$ cat config.mk
export PLATFORM = sky130hd
export DESIGN_NAME = cp0_regfile_flat
export DESIGN_NICKNAME = d
export VERILOG_FILES = /design/src/rtl/cp0_regfile_if.sv /design/src/rtl/cp0_regfile.sv /design/src/flat_wrapper.sv
export SDC_FILE = /design/constraint.sdc
export NUM_CORES = 1
export LEC_CHECK = 0
export BUFFER_PORTS_ARGS = -buffer_cell sky130_fd_sc_hd__buf_2
export CORE_ASPECT_RATIO = 0.8
export CORE_UTILIZATION = 25
export DETAILED_ROUTE_END_ITERATION = 8
export HOLD_SLACK_MARGIN = 0.1
export MAX_ROUTING_LAYER = met4
export PLACE_DENSITY = 0.42
export SYNTH_ARGS = -nofsm -noshare
export SYNTH_HDL_FRONTEND = slang
export SYNTH_SLANG_ARGS = --single-unit
$ cat constraint.sdc
create_clock -name clk -period 3.2 [get_ports clk]
set_input_delay 0.48 -clock clk [delete_from_list [all_inputs] [get_ports clk]]
set_output_delay 0.48 -clock clk [all_outputs]
set_load 0.01 [all_outputs]
$ cat src/rtl/cp0_regfile_if.sv
// CP0 register file bus: MTC0/MFC0 port, exception-unit commit strobes and
// the status/interrupt feedback returned to the exception unit.
interface cp0_regfile_if;
  logic        mtc0_we;
  logic [4:0]  mtc0_addr;
  logic [31:0] mtc0_wdata;
  logic [4:0]  mfc0_addr;
  logic [31:0] mfc0_rdata;

  logic        wr_exp;
  logic [4:0]  exp_code;
  logic [31:0] exc_epc;
  logic        exc_bd;
  logic [31:0] badvaddr;
  logic        badvaddr_we;
  logic        clear_exl;
  logic [5:0]  hw_int;

  logic [31:0] epc_in;
  logic        allow_int;
  logic [7:0]  interrupt_flag;
  logic [31:0] status_out;
  logic [31:0] cause_out;

  modport master (
    output mtc0_we, mtc0_addr, mtc0_wdata, mfc0_addr,
    output wr_exp, exp_code, exc_epc, exc_bd, badvaddr, badvaddr_we, clear_exl, hw_int,
    input  mfc0_rdata, epc_in, allow_int, interrupt_flag, status_out, cause_out
  );

  modport slave (
    input  mtc0_we, mtc0_addr, mtc0_wdata, mfc0_addr,
    input  wr_exp, exp_code, exc_epc, exc_bd, badvaddr, badvaddr_we, clear_exl, hw_int,
    output mfc0_rdata, epc_in, allow_int, interrupt_flag, status_out, cause_out
  );
endinterface

$ cat src/rtl/cp0_regfile.sv
// Coprocessor-0 register file: BadVAddr, Count/Compare timer, Status, Cause, EPC.
// Commits exception/ERET updates and feeds interrupt status back to the exception unit.
module cp0_regfile #(
  parameter int COUNT_DIV = 2,
  parameter bit BEV_RESET = 1'b1
) (
  input logic        clk,
  input logic        rst,
  cp0_regfile_if.slave cp0
);

  localparam logic [4:0] A_BADVADDR = 5'd8;
  localparam logic [4:0] A_COUNT    = 5'd9;
  localparam logic [4:0] A_COMPARE  = 5'd11;
  localparam logic [4:0] A_STATUS   = 5'd12;
  localparam logic [4:0] A_CAUSE    = 5'd13;
  localparam logic [4:0] A_EPC      = 5'd14;

  logic [31:0] badvaddr_r;
  logic [31:0] count_r;
  logic [31:0] compare_r;
  logic [31:0] epc_r;
  logic [7:0]  im_r;
  logic        exl_r;
  logic        ie_r;
  logic        bd_r;
  logic        ti_r;
  logic [5:0]  hw_ip_r;
  logic [1:0]  sw_ip_r;
  logic [4:0]  exc_code_r;
  logic        phase_r;

  logic        flush;
  logic        mtc0_ok;
  logic        wr_count, wr_compare, wr_status, wr_cause, wr_epc;
  logic        count_tick;
  logic [7:0]  ip;
  logic [31:0] status_w;
  logic [31:0] cause_w;

  // An MTC0 sharing a cycle with an exception or ERET belongs to a flushed instruction.
  assign flush   = cp0.wr_exp | cp0.clear_exl;
  assign mtc0_ok = cp0.mtc0_we & ~flush;

  assign wr_count   = mtc0_ok & (cp0.mtc0_addr == A_COUNT);
  assign wr_compare = mtc0_ok & (cp0.mtc0_addr == A_COMPARE);
  assign wr_status  = mtc0_ok & (cp0.mtc0_addr == A_STATUS);
  assign wr_cause   = mtc0_ok & (cp0.mtc0_addr == A_CAUSE);
  assign wr_epc     = mtc0_ok & (cp0.mtc0_addr == A_EPC);

  assign count_tick = (COUNT_DIV == 1) ? 1'b1 : phase_r;

  always_ff @(posedge clk) begin
    if (rst) begin
      badvaddr_r <= '0;
      count_r    <= '0;
      compare_r  <= '0;
      epc_r      <= '0;
      im_r       <= '0;
      exl_r      <= 1'b0;
      ie_r       <= 1'b0;
      bd_r       <= 1'b0;
      ti_r       <= 1'b0;
      hw_ip_r    <= '0;
      sw_ip_r    <= '0;
      exc_code_r <= '0;
      phase_r    <= 1'b0;
    end else begin
      if (wr_count) begin
        count_r <= cp0.mtc0_wdata;
        phase_r <= 1'b0;
      end else begin
        if (count_tick) count_r <= count_r + 32'd1;
        phase_r <= (COUNT_DIV == 1) ? 1'b0 : ~phase_r;
      end

      // Writing Compare acknowledges the timer and beats a coincident match.
      if (wr_compare) begin
        compare_r <= cp0.mtc0_wdata;
        ti_r      <= 1'b0;
      end else if (count_r == compare_r) begin
        ti_r      <= 1'b1;
      end

      hw_ip_r <= cp0.hw_int;

      if (wr_status) begin
        im_r  <= cp0.mtc0_wdata[15:8];
        exl_r <= cp0.mtc0_wdata[1];
        ie_r  <= cp0.mtc0_wdata[0];
      end
      if (wr_cause) sw_ip_r <= cp0.mtc0_wdata[9:8];
      if (wr_epc)   epc_r   <= cp0.mtc0_wdata;

      if (cp0.wr_exp) begin
        exc_code_r <= cp0.exp_code;
        // A nested exception keeps the original return point.
        if (!exl_r) begin
          epc_r <= cp0.exc_epc;
          bd_r  <= cp0.exc_bd;
        end
        exl_r <= 1'b1;
        if (cp0.badvaddr_we) badvaddr_r <= cp0.badvaddr;
      end else if (cp0.clear_exl) begin
        exl_r <= 1'b0;
      end
    end
  end

  assign ip = {hw_ip_r[5] | ti_r, hw_ip_r[4:0], sw_ip_r};

  assign status_w = {9'b0, BEV_RESET, 6'b0, im_r, 6'b0, exl_r, ie_r};
  assign cause_w  = {bd_r, ti_r, 14'b0, ip, 1'b0, exc_code_r, 2'b0};

  always_comb begin
    cp0.mfc0_rdata = '0;
    unique case (cp0.mfc0_addr)
      A_BADVADDR: cp0.mfc0_rdata = badvaddr_r;
      A_COUNT:    cp0.mfc0_rdata = count_r;
      A_COMPARE:  cp0.mfc0_rdata = compare_r;
      A_STATUS:   cp0.mfc0_rdata = status_w;
      A_CAUSE:    cp0.mfc0_rdata = cause_w;
      A_EPC:      cp0.mfc0_rdata = epc_r;
      default:    cp0.mfc0_rdata = '0;
    endcase
  end

  assign cp0.epc_in         = epc_r;
  assign cp0.allow_int      = ie_r & ~exl_r;
  assign cp0.interrupt_flag = ip & im_r;
  assign cp0.status_out     = status_w;
  assign cp0.cause_out      = cause_w;

endmodule
$ cat src/flat_wrapper.sv
// flat-port wrapper written by rule: the top's interface ports become plain ports
module cp0_regfile_flat 
#(
  parameter int COUNT_DIV = 2,
  parameter bit BEV_RESET = 1'b1
)
  (clk, rst, cp0_mtc0_we, cp0_mtc0_addr, cp0_mtc0_wdata, cp0_mfc0_addr, cp0_wr_exp, cp0_exp_code, cp0_exc_epc, cp0_exc_bd, cp0_badvaddr, cp0_badvaddr_we, cp0_clear_exl, cp0_hw_int, cp0_mfc0_rdata, cp0_epc_in, cp0_allow_int, cp0_interrupt_flag, cp0_status_out, cp0_cause_out);
  cp0_regfile_if cp0_i ();
  input logic clk;
  input logic rst;
  input wire logic [$bits(cp0_i.mtc0_we)-1:0] cp0_mtc0_we;
  input wire logic [$bits(cp0_i.mtc0_addr)-1:0] cp0_mtc0_addr;
  input wire logic [$bits(cp0_i.mtc0_wdata)-1:0] cp0_mtc0_wdata;
  input wire logic [$bits(cp0_i.mfc0_addr)-1:0] cp0_mfc0_addr;
  input wire logic [$bits(cp0_i.wr_exp)-1:0] cp0_wr_exp;
  input wire logic [$bits(cp0_i.exp_code)-1:0] cp0_exp_code;
  input wire logic [$bits(cp0_i.exc_epc)-1:0] cp0_exc_epc;
  input wire logic [$bits(cp0_i.exc_bd)-1:0] cp0_exc_bd;
  input wire logic [$bits(cp0_i.badvaddr)-1:0] cp0_badvaddr;
  input wire logic [$bits(cp0_i.badvaddr_we)-1:0] cp0_badvaddr_we;
  input wire logic [$bits(cp0_i.clear_exl)-1:0] cp0_clear_exl;
  input wire logic [$bits(cp0_i.hw_int)-1:0] cp0_hw_int;
  output wire logic [$bits(cp0_i.mfc0_rdata)-1:0] cp0_mfc0_rdata;
  output wire logic [$bits(cp0_i.epc_in)-1:0] cp0_epc_in;
  output wire logic [$bits(cp0_i.allow_int)-1:0] cp0_allow_int;
  output wire logic [$bits(cp0_i.interrupt_flag)-1:0] cp0_interrupt_flag;
  output wire logic [$bits(cp0_i.status_out)-1:0] cp0_status_out;
  output wire logic [$bits(cp0_i.cause_out)-1:0] cp0_cause_out;
  assign cp0_i.mtc0_we = cp0_mtc0_we;
  assign cp0_i.mtc0_addr = cp0_mtc0_addr;
  assign cp0_i.mtc0_wdata = cp0_mtc0_wdata;
  assign cp0_i.mfc0_addr = cp0_mfc0_addr;
  assign cp0_i.wr_exp = cp0_wr_exp;
  assign cp0_i.exp_code = cp0_exp_code;
  assign cp0_i.exc_epc = cp0_exc_epc;
  assign cp0_i.exc_bd = cp0_exc_bd;
  assign cp0_i.badvaddr = cp0_badvaddr;
  assign cp0_i.badvaddr_we = cp0_badvaddr_we;
  assign cp0_i.clear_exl = cp0_clear_exl;
  assign cp0_i.hw_int = cp0_hw_int;
  assign cp0_mfc0_rdata = cp0_i.mfc0_rdata;
  assign cp0_epc_in = cp0_i.epc_in;
  assign cp0_allow_int = cp0_i.allow_int;
  assign cp0_interrupt_flag = cp0_i.interrupt_flag;
  assign cp0_status_out = cp0_i.status_out;
  assign cp0_cause_out = cp0_i.cause_out;
  cp0_regfile #(.COUNT_DIV(COUNT_DIV), .BEV_RESET(BEV_RESET)) u_core (.clk(clk), .rst(rst), .cp0(cp0_i));
endmodule
Word-level counts from Yosys, hierarchy flattened. Index checks and enable logic that the tools add are counted.

Input bits: 124. Flip-flop bits (word level): 154. Word-level logic and storage cells: 54. Output and inout bits: 137.

Mux-type cells: 9. Equality and inequality tests: 12. Bitwise operators: 13. Reductions and logical operators: 6. $add $sub $neg: 1.

Operator list (number): $pmux 32 s6 (1); $mux 32 (5); $eq 5x4->1 const B (11); $add 32x1->32 const B (1); $eq 32x32->1 (1); $and 8x8->8 (1); $and 1x1->1 (7); $reduce_and 2->1 (2); $reduce_or 2->1 (2); $mux 1 (3); $not 1->1 (3); $reduce_bool 3->1 (1); $or 1x1->1 (2); $reduce_bool 2->1 (1).

Depth between registers and ports, before layout.
Depth in word-level cells: 7. Depth in mapped cells: 8. Depth with buffers taken out: 6.

Least setup slack after synthesis. Ideal clock, no wire load.

Path type: input to output. From: input port cp0_mfc0_addr[2]. To: output port cp0_mfc0_rdata[13]. Required time: 2.720 ns. Path buffers: 1. Stages: 5. Data arrival time: 1.849 ns. Setup slack: 0.871 ns. Path through: or3b_2 nor3_1 clkbuf_1 a22oi_1 nand3_1.

Word-level cells in the longest chain between the ends: 2. Elaborated cells on any way between the ends: 7. Those cells by class: eq/ne (6); mux (1).

RTL lines: start, declared (RTL line flat_wrapper.sv:14) `input wire logic [$bits(cp0_i.mfc0_addr)-1:0] cp0_mfc0_addr;`; $eq 5x4->1 (RTL line cp0_regfile.sv:117) `unique case (cp0.mfc0_addr)`; $pmux 32 s6 * (RTL line cp0_regfile.sv:117); end, declared (RTL line flat_wrapper.sv:23) `output wire logic [$bits(cp0_i.mfc0_rdata)-1:0] cp0_mfc0_rdata;`.

Mark *: on every way between the ends. The rest lies on a longest branch, timed or not.

Worst setup path after layout.
From: input port cp0_mfc0_addr[2]. To: output port cp0_mfc0_rdata[3].

The elaborated chain is that of the path after synthesis.

==> results.md <==
* Status: completed
* Type of origin of the critical path: input pin
* Syn. warnings at 0
* Post-Synth Adder-Cell Area at less than 1%
* Required time of the critical path at 2.72 ns
* Num ports at roughly 260
* Final hold slack at about 0.25 ns
* Total Neg Setup Slack at 0 ns
* Synthesized instance count at ~960
* Final Hold Vio Count at 0
* P_leak at 3.991 nW
* Post-DP HPWL at between 20000 and 25000 µm
* Maximum clock frequency at 412.2 MHz
* Bufs on Longest Clock Path at 2
* Detailed Route WL at slightly above 30000 µm
* Post-CTS Setup Bufs at 0
* Remaining Overflow, GRT at 0
* Clock slew at the register clock pins of the worst setup and hold paths at around 0.07 ns
* Final period util at between 70% and 80%
* Initial antenna violation count at 0
* Main combinational cell family by area after synthesis: simple AND/OR/NAND/NOR gates
* Root Driver: clkbuf_16
* Peak supply drop at approximately 0.29 mV
* Final Power at around 4.6 mW
* RSZ-0062 raised after global routing: false
* Min-delay worst type: input pin to flip-flop
* Clk_lat worst skew at roughly 0.44 ns
* Initial core utilization at 25.55%
* Proportion of synthesized area in mux cells at 6.204%
* Synth Area in Compound Gates at ~18%
* CTS tree: yes
* ANT nets after route at 0
* Placed Cells incl. Taps at around 1500
* CTS H-Tree Depth at 4
* CTS resizes at 0
* Vias in the first global route at ~7000
* Vias per cell at about 4.7
* Synth top area share at between 30% and 40%
* Fin cells at around 1600
* Slew Viols, Final at 0
* # setup viols final at 0
* Drt wl/cell at 19.38 µm
* Setup Skew at between 0.01 and 0.015 ns
* Min cycle time layout at between 2 and 2.5 ns
* Worst setup EP type: output pin
* Worst slack, placed at 0.6731 ns
* Crit path max fanout at 32
* Synth cell types at 47
* Slew @ Worst Pin at a little over 0.9 ns
* P&R area growth vs syn at 24.09%
* Port Buffers at about 220
* Hold Buf Count CTS at 0
* Yosys reg bits at 154
* Core area at 31570 µm²
* Crit path from: cp0_mfc0_addr[2]
* Worst path slowest cell: or3b_2
* Vias at 7392
* Setup Crit Path Kind: input pin to output pin
* Worst path most repeated cell: buf_2
* Main synth FF type: dfxtp_1
* Synth Area per Inst at 8.438 µm²
* Post-Syn Area at approximately 8000 µm²
* Clock sinks at roughly 150
* Total Nets Final at around 1300
* Final WS setup at 0.7741 ns
* Synth Area in Simple Gates at roughly 22%
* Synth area leader: dfxtp_1
* Share of layout cells above drive strength 1 at between 20 and 30%
* Most instantiated cells after synthesis: nand2_1 (166), dfxtp_1 (154), nor2_1 (125)
* Largest net degree at the start of global routing at 67
* Number of CTS-inserted buffers at 17
* Die area at 32990 µm²
* Post-synth EDFFs at 0
* Max Cap Viol at 0
* Hold path start: cp0_hw_int[5]
* Die H at about 160 µm
* Antenna diodes at 0
* Ys async rst share at 0%
* RePlAce Congestion at 0.7910
* Count leader, synth: nand2_1
* Largest cells by area after synthesis: dfxtp_1 (38%), nand2_1 (7.7%), mux2i_1 (6.2%)
* Worst R2R Start: u_core.count_r[0]$_SDFFE_PP0P_
* Cells along the critical path: buf_2 -> or3b_2 -> nor3_2 -> buf_12 -> a222oi_1 -> nand2_1 -> buf_2
* Initial drt markers at 420
* Overall Global Routing Usage at 18.88%
* Rel. slew slack at 38.88%
* # DRC at 0
* DRT Pass-1 Iters at 5
* First-pass GRT wire length at 44950 µm
* Pwr dens at ~460 nW/µm²
* Core Rows at 58
* Xor-xnor portion of the synthesized cell area at under 10%
* CP arrival at 1.95 ns
* Critical Path Max Stage Delay at between 0.5 and 0.6 ns
* Sequential-to-total area share from yosys stat at approximately two fifths
* DIE WIDTH at 202.8 µm
-- path summary, 6_finish.rpt --
check / end / slack, ns / cells past startpoint
max reg2reg: u_core.count_r[26]$_SDFFE_PP0P_ / 0.99 / 6
min: u_core.hw_ip_r[5]$_SDFF_PP0_ / 0.25 / 2
max: cp0_mfc0_rdata[3] / 0.77 / 7
min reg2reg: u_core.badvaddr_r[14]$_SDFFE_PP0P_ / 0.46 / 2
-- layer usage --
metal	GRT usage [%]	share of wire, %
met4	3.999	1.0
met1	26.64	51
met3	2.921	4.0
met2	28.25	44
met5	-	0
-- through the flow --
step / util, % / instance area [µm²]
finish: 31.71 / 10010
global route: 31.71 / 10010
CTS: 31.71 / 10010
detailed placement: 29.79 / 9405
global placement: 29.79 / 9405
floorplan: - / 8205
-- worst max-delay path, delay by kind of cell --
family,cells,cell delay [ns]
buf+inv,3,0.49
simple gates,3,0.82
compound gates,1,0.14
-- where the power goes --
group,internal (mW),total (mW),switching [mW]
clock network,1.26,2.12,0.857
registers,1.99,2.05,0.0676
logic,0.170,0.443,0.273
-- cells in the final DEF, fill, tap and decap left out, types with 11 or more instances in the layout --
master | Yosys | routed
buf_4 | 52 | 16
xor2_1 | 15 | 15
nand2_1 | 166 | 166
mux2i_1 | 50 | 50
dfxtp_1 | 154 | 154
nor2_1 | 125 | 123
a311oi_1 | 32 | 32
a211oi_2 | 31 | 31
and2_1 | 11 | 11
xnor2_1 | 47 | 47
a22oi_1 | 61 | 61
buf_2 | 10 | 220
conb_1 | 2 | 39
nand3_1 | 21 | 21
a21oi_1 | 34 | 34
nand4_1 | 13 | 13
clkbuf_16 | 0 | 17
-- final cells by class --
| type | count | area [µm²] |
|---|---|---|
| fillers | 3464 | 21560 |
| multi-input cells | 717 | 4453 |
| clock inverters | 12 | 147.6 |
| inverters | 3 | 11.26 |
| flip-flops and latches | 154 | 3083 |
| well taps | 420 | 525.5 |
| clock buffers | 20 | 456.7 |
| repair buffers | 242 | 1333 |
-- state kept, by name, indices dropped and copies added, names as in the netlist --
name and cells:
u_core.ie_r 1, u_core.count_r 32, u_core.exc_code_r 5, u_core.cp0.epc_in 32
u_core.badvaddr_r 32, u_core.im_r 8, u_core.count_tick 1, u_core.ti_r 1
u_core.exl_r 1, u_core.compare_r 32, u_core.sw_ip_r 2, u_core.bd_r 1
u_core.hw_ip_r 6
-- kinds of logic after synthesis --
group	after synthesis
AND/OR/NAND/NOR	394
AO/OA/AOI/OAI	171
flip-flops	154
buffers and inverters	122
XOR/XNOR	62
multiplexers	50
other	2
adder cells (fa/ha/maj)	1
No activity file was read; power rests on OpenSTA's default activity.
